===== config.mk =====
export PLATFORM = sky130hd
export DESIGN_NAME = truth_table_sequencer
export DESIGN_NICKNAME = d
export VERILOG_FILES = /design/src/rtl/truth_table_sequencer.sv
export SDC_FILE = /design/constraint.sdc
export NUM_CORES = 1
export LEC_CHECK = 0
export CAP_MARGIN = 10
export CORE_MARGIN = 2
export CORE_UTILIZATION = 26
export DETAILED_ROUTE_END_ITERATION = 10
export PLACE_DENSITY = 0.5
export SETUP_SLACK_MARGIN = 0.05
export SLEW_MARGIN = 40
export SYNTH_ARGS = -nofsm -noshare
export SYNTH_HDL_FRONTEND = slang
export SYNTH_SLANG_ARGS = --single-unit
export TNS_END_PERCENT = 20

===== constraint.sdc =====
create_clock -name clk_i -period 2.57 [get_ports clk_i]
set_input_delay 0.257 -clock clk_i [delete_from_list [all_inputs] [get_ports clk_i]]
set_output_delay 0.257 -clock clk_i [all_outputs]
set_load 0.02 [all_outputs]

===== src/rtl/truth_table_sequencer.sv =====
// Truth-table sequencer: walks every input pattern of a combinational gate,
// holds each for DWELL cycles, captures the gate output at the end of each
// dwell and scores the captured table against an expected table.
module truth_table_sequencer #(
    parameter int unsigned         N_IN     = 3,
    parameter int unsigned         DWELL    = 10,
    parameter logic [(1<<N_IN)-1:0] EXPECTED = 8'h7F
) (
    input  logic                  clk_i,
    input  logic                  rst_i,
    input  logic                  start_i,
    output logic [N_IN-1:0]       pattern_o,
    output logic                  pattern_vld_o,
    input  logic                  dut_out_i,
    output logic                  busy_o,
    output logic                  done_o,
    output logic [(1<<N_IN)-1:0]  table_o,
    output logic                  pass_o,
    output logic [N_IN:0]         err_cnt_o
);

    localparam int unsigned N_PAT = 1 << N_IN;
    localparam int unsigned ERR_W = N_IN + 1;
    localparam int unsigned CNT_W = (DWELL > 1) ? $clog2(DWELL) : 1;

    typedef enum logic [1:0] {
        S_IDLE  = 2'd0,
        S_DRIVE = 2'd1,
        S_DONE  = 2'd2
    } state_t;

    state_t             state_q;
    logic [N_IN-1:0]    pattern_q;
    logic [CNT_W-1:0]   cnt_q;
    logic [N_PAT-1:0]   table_q;
    logic [ERR_W-1:0]   err_cnt_q;
    logic               pass_q;
    logic               vld_q;
    logic               busy_q;
    logic               done_q;

    logic [N_PAT-1:0]   table_d;
    logic [ERR_W-1:0]   err_cnt_d;
    logic               last_cnt_c;
    logic               last_pat_c;

    // Table and error count as they will look after capturing the current pattern
    always_comb begin
        table_d            = table_q;
        table_d[pattern_q] = dut_out_i;
        err_cnt_d          = err_cnt_q + ERR_W'(dut_out_i != EXPECTED[pattern_q]);
        last_cnt_c         = (cnt_q == CNT_W'(DWELL - 1));
        last_pat_c         = (pattern_q == N_IN'(N_PAT - 1));
    end

    // Sequencer FSM with all outputs registered
    always_ff @(posedge clk_i) begin
        if (rst_i) begin
            state_q   <= S_IDLE;
            pattern_q <= '0;
            cnt_q     <= '0;
            table_q   <= '0;
            err_cnt_q <= '0;
            pass_q    <= 1'b0;
            vld_q     <= 1'b0;
            busy_q    <= 1'b0;
            done_q    <= 1'b0;
        end else begin
            done_q <= 1'b0;
            case (state_q)
                S_IDLE: begin
                    if (start_i) begin
                        state_q   <= S_DRIVE;
                        pattern_q <= '0;
                        cnt_q     <= '0;
                        table_q   <= '0;
                        err_cnt_q <= '0;
                        pass_q    <= 1'b0;
                        vld_q     <= 1'b1;
                        busy_q    <= 1'b1;
                    end
                end
                S_DRIVE: begin
                    if (last_cnt_c) begin
                        table_q   <= table_d;
                        err_cnt_q <= err_cnt_d;
                        cnt_q     <= '0;
                        if (last_pat_c) begin
                            // Final capture: score the completed table and pulse done
                            state_q   <= S_DONE;
                            pass_q    <= (table_d == EXPECTED);
                            pattern_q <= '0;
                            vld_q     <= 1'b0;
                            done_q    <= 1'b1;
                        end else begin
                            pattern_q <= pattern_q + N_IN'(1);
                        end
                    end else begin
                        cnt_q <= cnt_q + CNT_W'(1);
                    end
                end
                S_DONE: begin
                    state_q <= S_IDLE;
                    busy_q  <= 1'b0;
                end
                default: begin
                    state_q   <= S_IDLE;
                    pattern_q <= '0;
                    cnt_q     <= '0;
                    vld_q     <= 1'b0;
                    busy_q    <= 1'b0;
                end
            endcase
        end
    end

    assign pattern_o     = pattern_q;
    assign pattern_vld_o = vld_q;
    assign busy_o        = busy_q;
    assign done_o        = done_q;
    assign table_o       = table_q;
    assign pass_o        = pass_q;
    assign err_cnt_o     = err_cnt_q;

endmodule

==> results of run 1 <==
## power groups by stage
| stage | Combinational, uW | Clock [uW] | Sequential, uW |
|---|---|---|---|
| detailed placement | 80.4 | 0 | 431 |
| global placement | 79.9 | 0 | 431 |
| global route | 89.5 | 297 | 424 |
| floorplan | 57.6 | 0 | 429 |
| CTS | 80.7 | 286 | 422 |
| finish | 79.3 | 273 | 422 |
## area by class of cell
class,instances,area [um2],area share
multi-input combinational,126,806,0.467
inverter,6,22.5,0.0130
sequential,26,520,0.301
tap,70,87.6,0.0507
clock buffer,4,55.1,0.0319
timing repair buffer,24,235,0.136
## path summary, 6_finish.rpt
kind / from / to / slack, ns
hold reg to reg: busy_o$_SDFFE_PP0P_ / busy_o$_SDFFE_PP0P_ / 0.48
setup / recovery: cnt_q[0]$_SDFFE_PP0P_ / table_o[0]$_SDFFE_PP0P_ / 0.64
setup reg to reg: cnt_q[0]$_SDFFE_PP0P_ / table_o[0]$_SDFFE_PP0P_ / 0.64
hold / removal: busy_o$_SDFFE_PP0P_ / busy_o$_SDFFE_PP0P_ / 0.48
## through the flow
| step | worst slack (ns) | utilization | hold slack [ns] |
|---|---|---|---|
| 2_1_floorplan | 0.874 | - | 0.456 |
| 3_3_place_gp | 0.566 | 0.323 | 0.471 |
| 3_5_place_dp | 0.493 | 0.323 | 0.467 |
| 4_1_cts | 0.625 | 0.334 | 0.485 |
| 5_1_grt | 0.423 | 0.334 | 0.517 |
| 6_report | 0.644 | 0.334 | 0.480 |
## state kept, by name, summed over array words and instances (netlist names), named ones only
signal / count
done_o: 1
cnt_q: 4
table_o: 8
pattern_o: 3
busy_o: 1
state_q: 2
pattern_vld_o: 1
pass_o: 1
err_cnt_o: 4
## routing by layer
metal / part of all wire / global-route usage
met5: 0 / 0
met4: 0.0049 / 0.0214
met3: 0.048 / 0.0349
met2: 0.45 / 0.193
met1: 0.50 / 0.171
## logic make-up (layout without fill, tap and decap cells)
family,count (synthesis),after routing,share of synthesized area
xor gates and xnor gates,6,6,0.0371
muxes,1,1,0.00707
buffers and inverters,17,34,0.0636
and+or+nand+nor,67,67,0.260
DFF,26,26,0.367
adders and majority gates,6,6,0.0530
AOI/OAI and AO/OA,46,46,0.212
## worst max-delay path, delay by kind of cell (launching register included)
family / cells / cell delay (ns)
simple gates: 4 / 1.09
fa+ha+maj: 1 / 0.20
compound gates: 1 / 0.17
flops: 1 / 0.41
## cell usage in the layout (no fill, tap or decap), types with 2 or more instances in the layout
master / Yosys / layout
a21oi_1: 17 / 17
nand3_1: 4 / 4
buf_4: 2 / 2
clkdlybuf4s50_1: 0 / 22
nand4b_1: 2 / 2
and2_1: 2 / 2
a22oi_1: 4 / 4
and3b_1: 2 / 2
inv_1: 6 / 6
nor3_1: 7 / 7
o211ai_1: 3 / 3
xnor2_1: 2 / 2
o21ai_0: 12 / 12
nand2_1: 10 / 10
xor2_1: 4 / 4
nor2b_1: 3 / 3
nor2_1: 16 / 16
nand2b_1: 4 / 4
ha_1: 6 / 6
clkbuf_8: 0 / 4
nand4_1: 8 / 8
dfxtp_1: 26 / 26
==> flow_metrics.tcl, run 1 <==
set metrics [dict create \
    switching_share 0.252 \
    yosys.area.top_type "dfxtp_1" \
    syn_inst 169 \
    area_delta_synth_final_pct 21.9 \
    p_total_uw 774 \
    criticalPathCategory "flip-flop to flip-flop" \
    insertion_delay_ns 0.27 \
    grt_overflow 0 \
    die_area_um2 6050 \
    seq_area_frac_synth 0.367 \
    hold_path.class "flip-flop to flip-flop" \
    p_comb_frac 0.102 \
    grt_max_degree 24 \
    hold_viol 0 \
    fillers 567 \
    synth.distinct_cells 45 \
    track_usage 0.124 \
    path_max_fanout 9 \
    cp_slowest_stage_delay_ns 0.44 \
    place_area_um2 1670 \
    cts-root-buf "clkbuf_8" \
    drc 0 \
    pin_count 23 \
    finalNonFillerCells 256 \
    min_period_over_period 0.749 \
    path_cells "ha_1 -> and3b_1 -> nand2_2 -> nor3_1 -> a22oi_1 -> nor2_1" \
    tightest_slew_ns 0.747 \
    rsz0062_at_grt "false" \
    clock_path_buffers 2 \
    nNetsFinal 197 \
    routed_via_density 4.88 \
    synth_fp_nets 179 \
    synth_ff_type "dfxtp_1" \
    min_period_ns 1.93 \
    arrival_ns 2.14 \
    grt_pass1_wl_mm 6.04 \
    wl_per_cell_um 13.4 \
    diodes 0 \
    cts.clk_slew.worst_paths_ns 0.10 \
    setup_viol_count_final 0 \
    htreeDepth 1 \
    vias 1250 \
    grt_pass1_vias 1215 \
    tns_ns 0 \
    die_y_um 77.8 \
    reg2reg_depth 6 \
    antenna_found_initial 0 \
    cts_resized 0 \
    synth_top_cell_area_share 0.367 \
    finalWirelength_mm 3.44 \
    dr.pass1.iters 4 \
    cts.hold.buffers_added 0 \
    placementRows 26 \
    hold_path_depth 2 \
    gp_congestion 0.755 \
    finalInstanceArea_um2 1730 \
    cts_buffers 3 \
    coreArea_um2 5170 \
    hpwlAfterDp_mm 2.43 \
    first_iter_violations 56 \
    irDropWorstVdd_mv 0.214 \
    synth_area_um2 1420 \
    cellLeakagePower_uw 0.000591 \
    cts_tree "yes" \
    synth_edf_count 0 \
    cts.sinks 26 \
    io_buffers 22 \
    synthArstFlopShare 0 \
    placed_cells 252 \
    required_ns 2.78 \
    synthTopCellsByCount "dfxtp_1, a21oi_1, nor2_1" \
    drive_gt1_frac 0.0699 \
    p_int_uw 579 \
    synth-seq-cells 26 \
    cts_setup_buffers 0 \
    p_per_area_nw_per_um2 448 \
    outcome "completed" \
    synthTopCellsByArea "dfxtp_1, a21oi_1, ha_1" \
    slowest_stage "nor3_1" \
    seqPwrFrac 0.545 \
    drv_slew 0 \
    start_util 0.274 \
    synth_warnings 0 \
    dieWidth_um 77.8 \
    max_clock_freq_mhz 519 \
    ant_nets 0 \
    power_switching_uw 195 \
    start_kind "flip-flop" \
    p_clk_frac 0.353 \
    yosysMostFrequentCell "dfxtp_1" \
    final.setup_skew_ns 0.00956 \
    slew_headroom 0.500 \
    end_kind "flip-flop" \
    maxCapViolCount 0 \
    syn-mean-instance-area_um2 8.38 \
]
(Power assumes the default switching activity.)
==> inputs of run 2 (changes only) <==
--- a/config.mk
+++ b/config.mk
@@ -9,7 +9,7 @@
 export CORE_MARGIN = 2
 export CORE_UTILIZATION = 26
 export DETAILED_ROUTE_END_ITERATION = 10
-export PLACE_DENSITY = 0.5
+export PLACE_DENSITY = 0.51
 export SETUP_SLACK_MARGIN = 0.05
 export SLEW_MARGIN = 40
 export SYNTH_ARGS = -nofsm -noshare
==> constraint.sdc (replaced) <==
create_clock -name clk_i -period 1.6 [get_ports clk_i]
set_input_delay 0.16 -clock clk_i [delete_from_list [all_inputs] [get_ports clk_i]]
set_output_delay 0.16 -clock clk_i [all_outputs]
set_load 0.02 [all_outputs]
==> flow_metrics.tcl, run 2 (synthesized netlist as in run 1, its figures left out) <==
set metrics [dict create \
    outcome "completed" \
    dieWidth_um 77.8 \
    wl_met3_um 158 \
    largest_reg_flops 8 \
    rsz0062_at_grt "true" \
    p_comb_frac 0.141 \
    final_cell_mix "buf_4, dfxtp_1, clkdlybuf4s50_1" \
    path_max_fanout 2 \
    cts_setup_buffers 0 \
    antenna_found_initial 0 \
    diodes 0 \
    cts_buffers 3 \
    wl_met2_mm 1.66 \
    start_kind "flip-flop" \
    seqPwrFrac 0.541 \
    hp-start "busy_o$_SDFFE_PP0P_" \
    tns_ns 0 \
    drv_slew 0 \
    final_common_cell "buf_4" \
    cts.hold.buffers_added 0 \
    p_per_area_nw_per_um2 628 \
    drc 0 \
    start_util 0.274 \
    cpLargestDelayFamily "simple AND/OR/NAND/NOR gates" \
    die_area_um2 6050 \
    max_clock_freq_mhz 632 \
    track_usage 0.128 \
    nNetsFinal 224 \
    required_ns 1.77 \
    path_buf_inv 0 \
    setup_viol_count_final 0 \
    hpwlAfterDp_mm 2.69 \
    first_iter_violations 90 \
    place_ws_ns -0.110 \
    tightest_slew_ns 0.429 \
    ant_nets 0 \
    timing.final.ws_setup_ns 0.0184 \
    hold_viol 0 \
    highest_layer "met4" \
    finalNonFillerCells 283 \
    fillers 539 \
    hold_path.class "flip-flop to flip-flop" \
    irDropWorstVdd_mv 0.370 \
    slowest_stage "or4_4" \
    io_buffers 22 \
    vias 1364 \
    wl_met1_mm 1.78 \
    cp_slowest_stage_delay_ns 0.52 \
    clock_path_buffers 2 \
    finalWirelength_mm 3.62 \
    rrSetupSlack_ns 0.02 \
    htreeDepth 1 \
    finalCoreUtilization 0.380 \
    final.setup_skew_ns 0.0122 \
    placementRows 26 \
    grt_max_degree 24 \
    die_y_um 77.8 \
    cts-root-buf "clkbuf_8" \
    cts_tree "yes" \
    power_switching_uw 316 \
    routed_via_density 4.82 \
    placed_cells 279 \
    drive_gt1_frac 0.235 \
    cts.clk_slew.worst_paths_ns 0.10 \
    path_cells "ha_1 -> ha_2 -> or4_4 -> a21oi_4 -> nand3_2" \
    slew_headroom 0.713 \
    grt_pass1_wl_mm 6.28 \
    coreArea_um2 5170 \
    grt_pass1_vias 1357 \
    gp_congestion 0.857 \
    cellLeakagePower_uw 0.000774 \
    p_int_uw 917 \
    criticalPathCategory "flip-flop to flip-flop" \
    area_delta_synth_final_pct 38.6 \
    arrival_ns 1.76 \
    p_clk_frac 0.318 \
    crit_start "pattern_o[0]$_SDFFE_PP0N_" \
    pin_count 23 \
    maxCapViolCount 0 \
    cts.sinks 26 \
    dr.pass1.iters 4 \
    min_period_ns 1.58 \
    switching_share 0.256 \
    wl_per_cell_um 12.8 \
    end_kind "flip-flop" \
    grt_overflow 0 \
    insertion_delay_ns 0.28 \
    whs_ns 0.485 \
    min_period_over_period 0.989 \
    timing.rr.start "pattern_o[0]$_SDFFE_PP0N_" \
]
## run 2: power groups by stage
stage               registers, uW  clock network, uW  logic (uW)
floorplan                     689                  0        92.5
global placement              682                  0         173
detailed placement            682                  0         173
CTS                           667                412         173
global route                  669                430         194
finish                        667                393         173
## run 2: final cells by class
cell class,count,area [um2],share of cell area
inverters,6,22.5,0.0115
multi-input cells,126,827,0.421
flip-flops and latches,26,529,0.270
repair buffers,51,452,0.230
well taps,70,87.6,0.0446
clock buffers,4,45.0,0.0229
## run 2: layer usage
| metal | up-vias | track usage |
|---|---|---|
| met5 | - | 0 |
| met4 | 0 | 0.0214 |
| met3 | 2 | 0.0302 |
| met2 | 35 | 0.202 |
| met1 | 631 | 0.179 |
| li1 | 696 | - |
## run 2: path summary, 6_finish.rpt
| check | endpoint | depth (start not counted) |
|---|---|---|
| max | flip-flop | 5 |
| min | busy_o$_SDFFE_PP0P_ | 2 |
| max reg2reg | flip-flop | 5 |
| min reg2reg | busy_o$_SDFFE_PP0P_ | 2 |
## run 2: through the flow
stage / total power [uW] / cell area, um2
global route: 1290 / 1960
detailed placement: 855 / 1880
floorplan: 782 / 1430
CTS: 1250 / 1940
finish: 1230 / 1960
global placement: 855 / 1880
## run 2: timing repair
action                                  4_1_cts  5_1_grt
endpoints found under the hold margin         0        0
endpoints found under the setup margin       10       20
pin swaps                                     2        3
resized for setup                             8       13
## run 2: tightest hold or removal path, stage by stage, from the launching register on
cell and delay, ns:
dfxtp_1 0.32, nand2b_1 0.06, a21oi_1 0.06
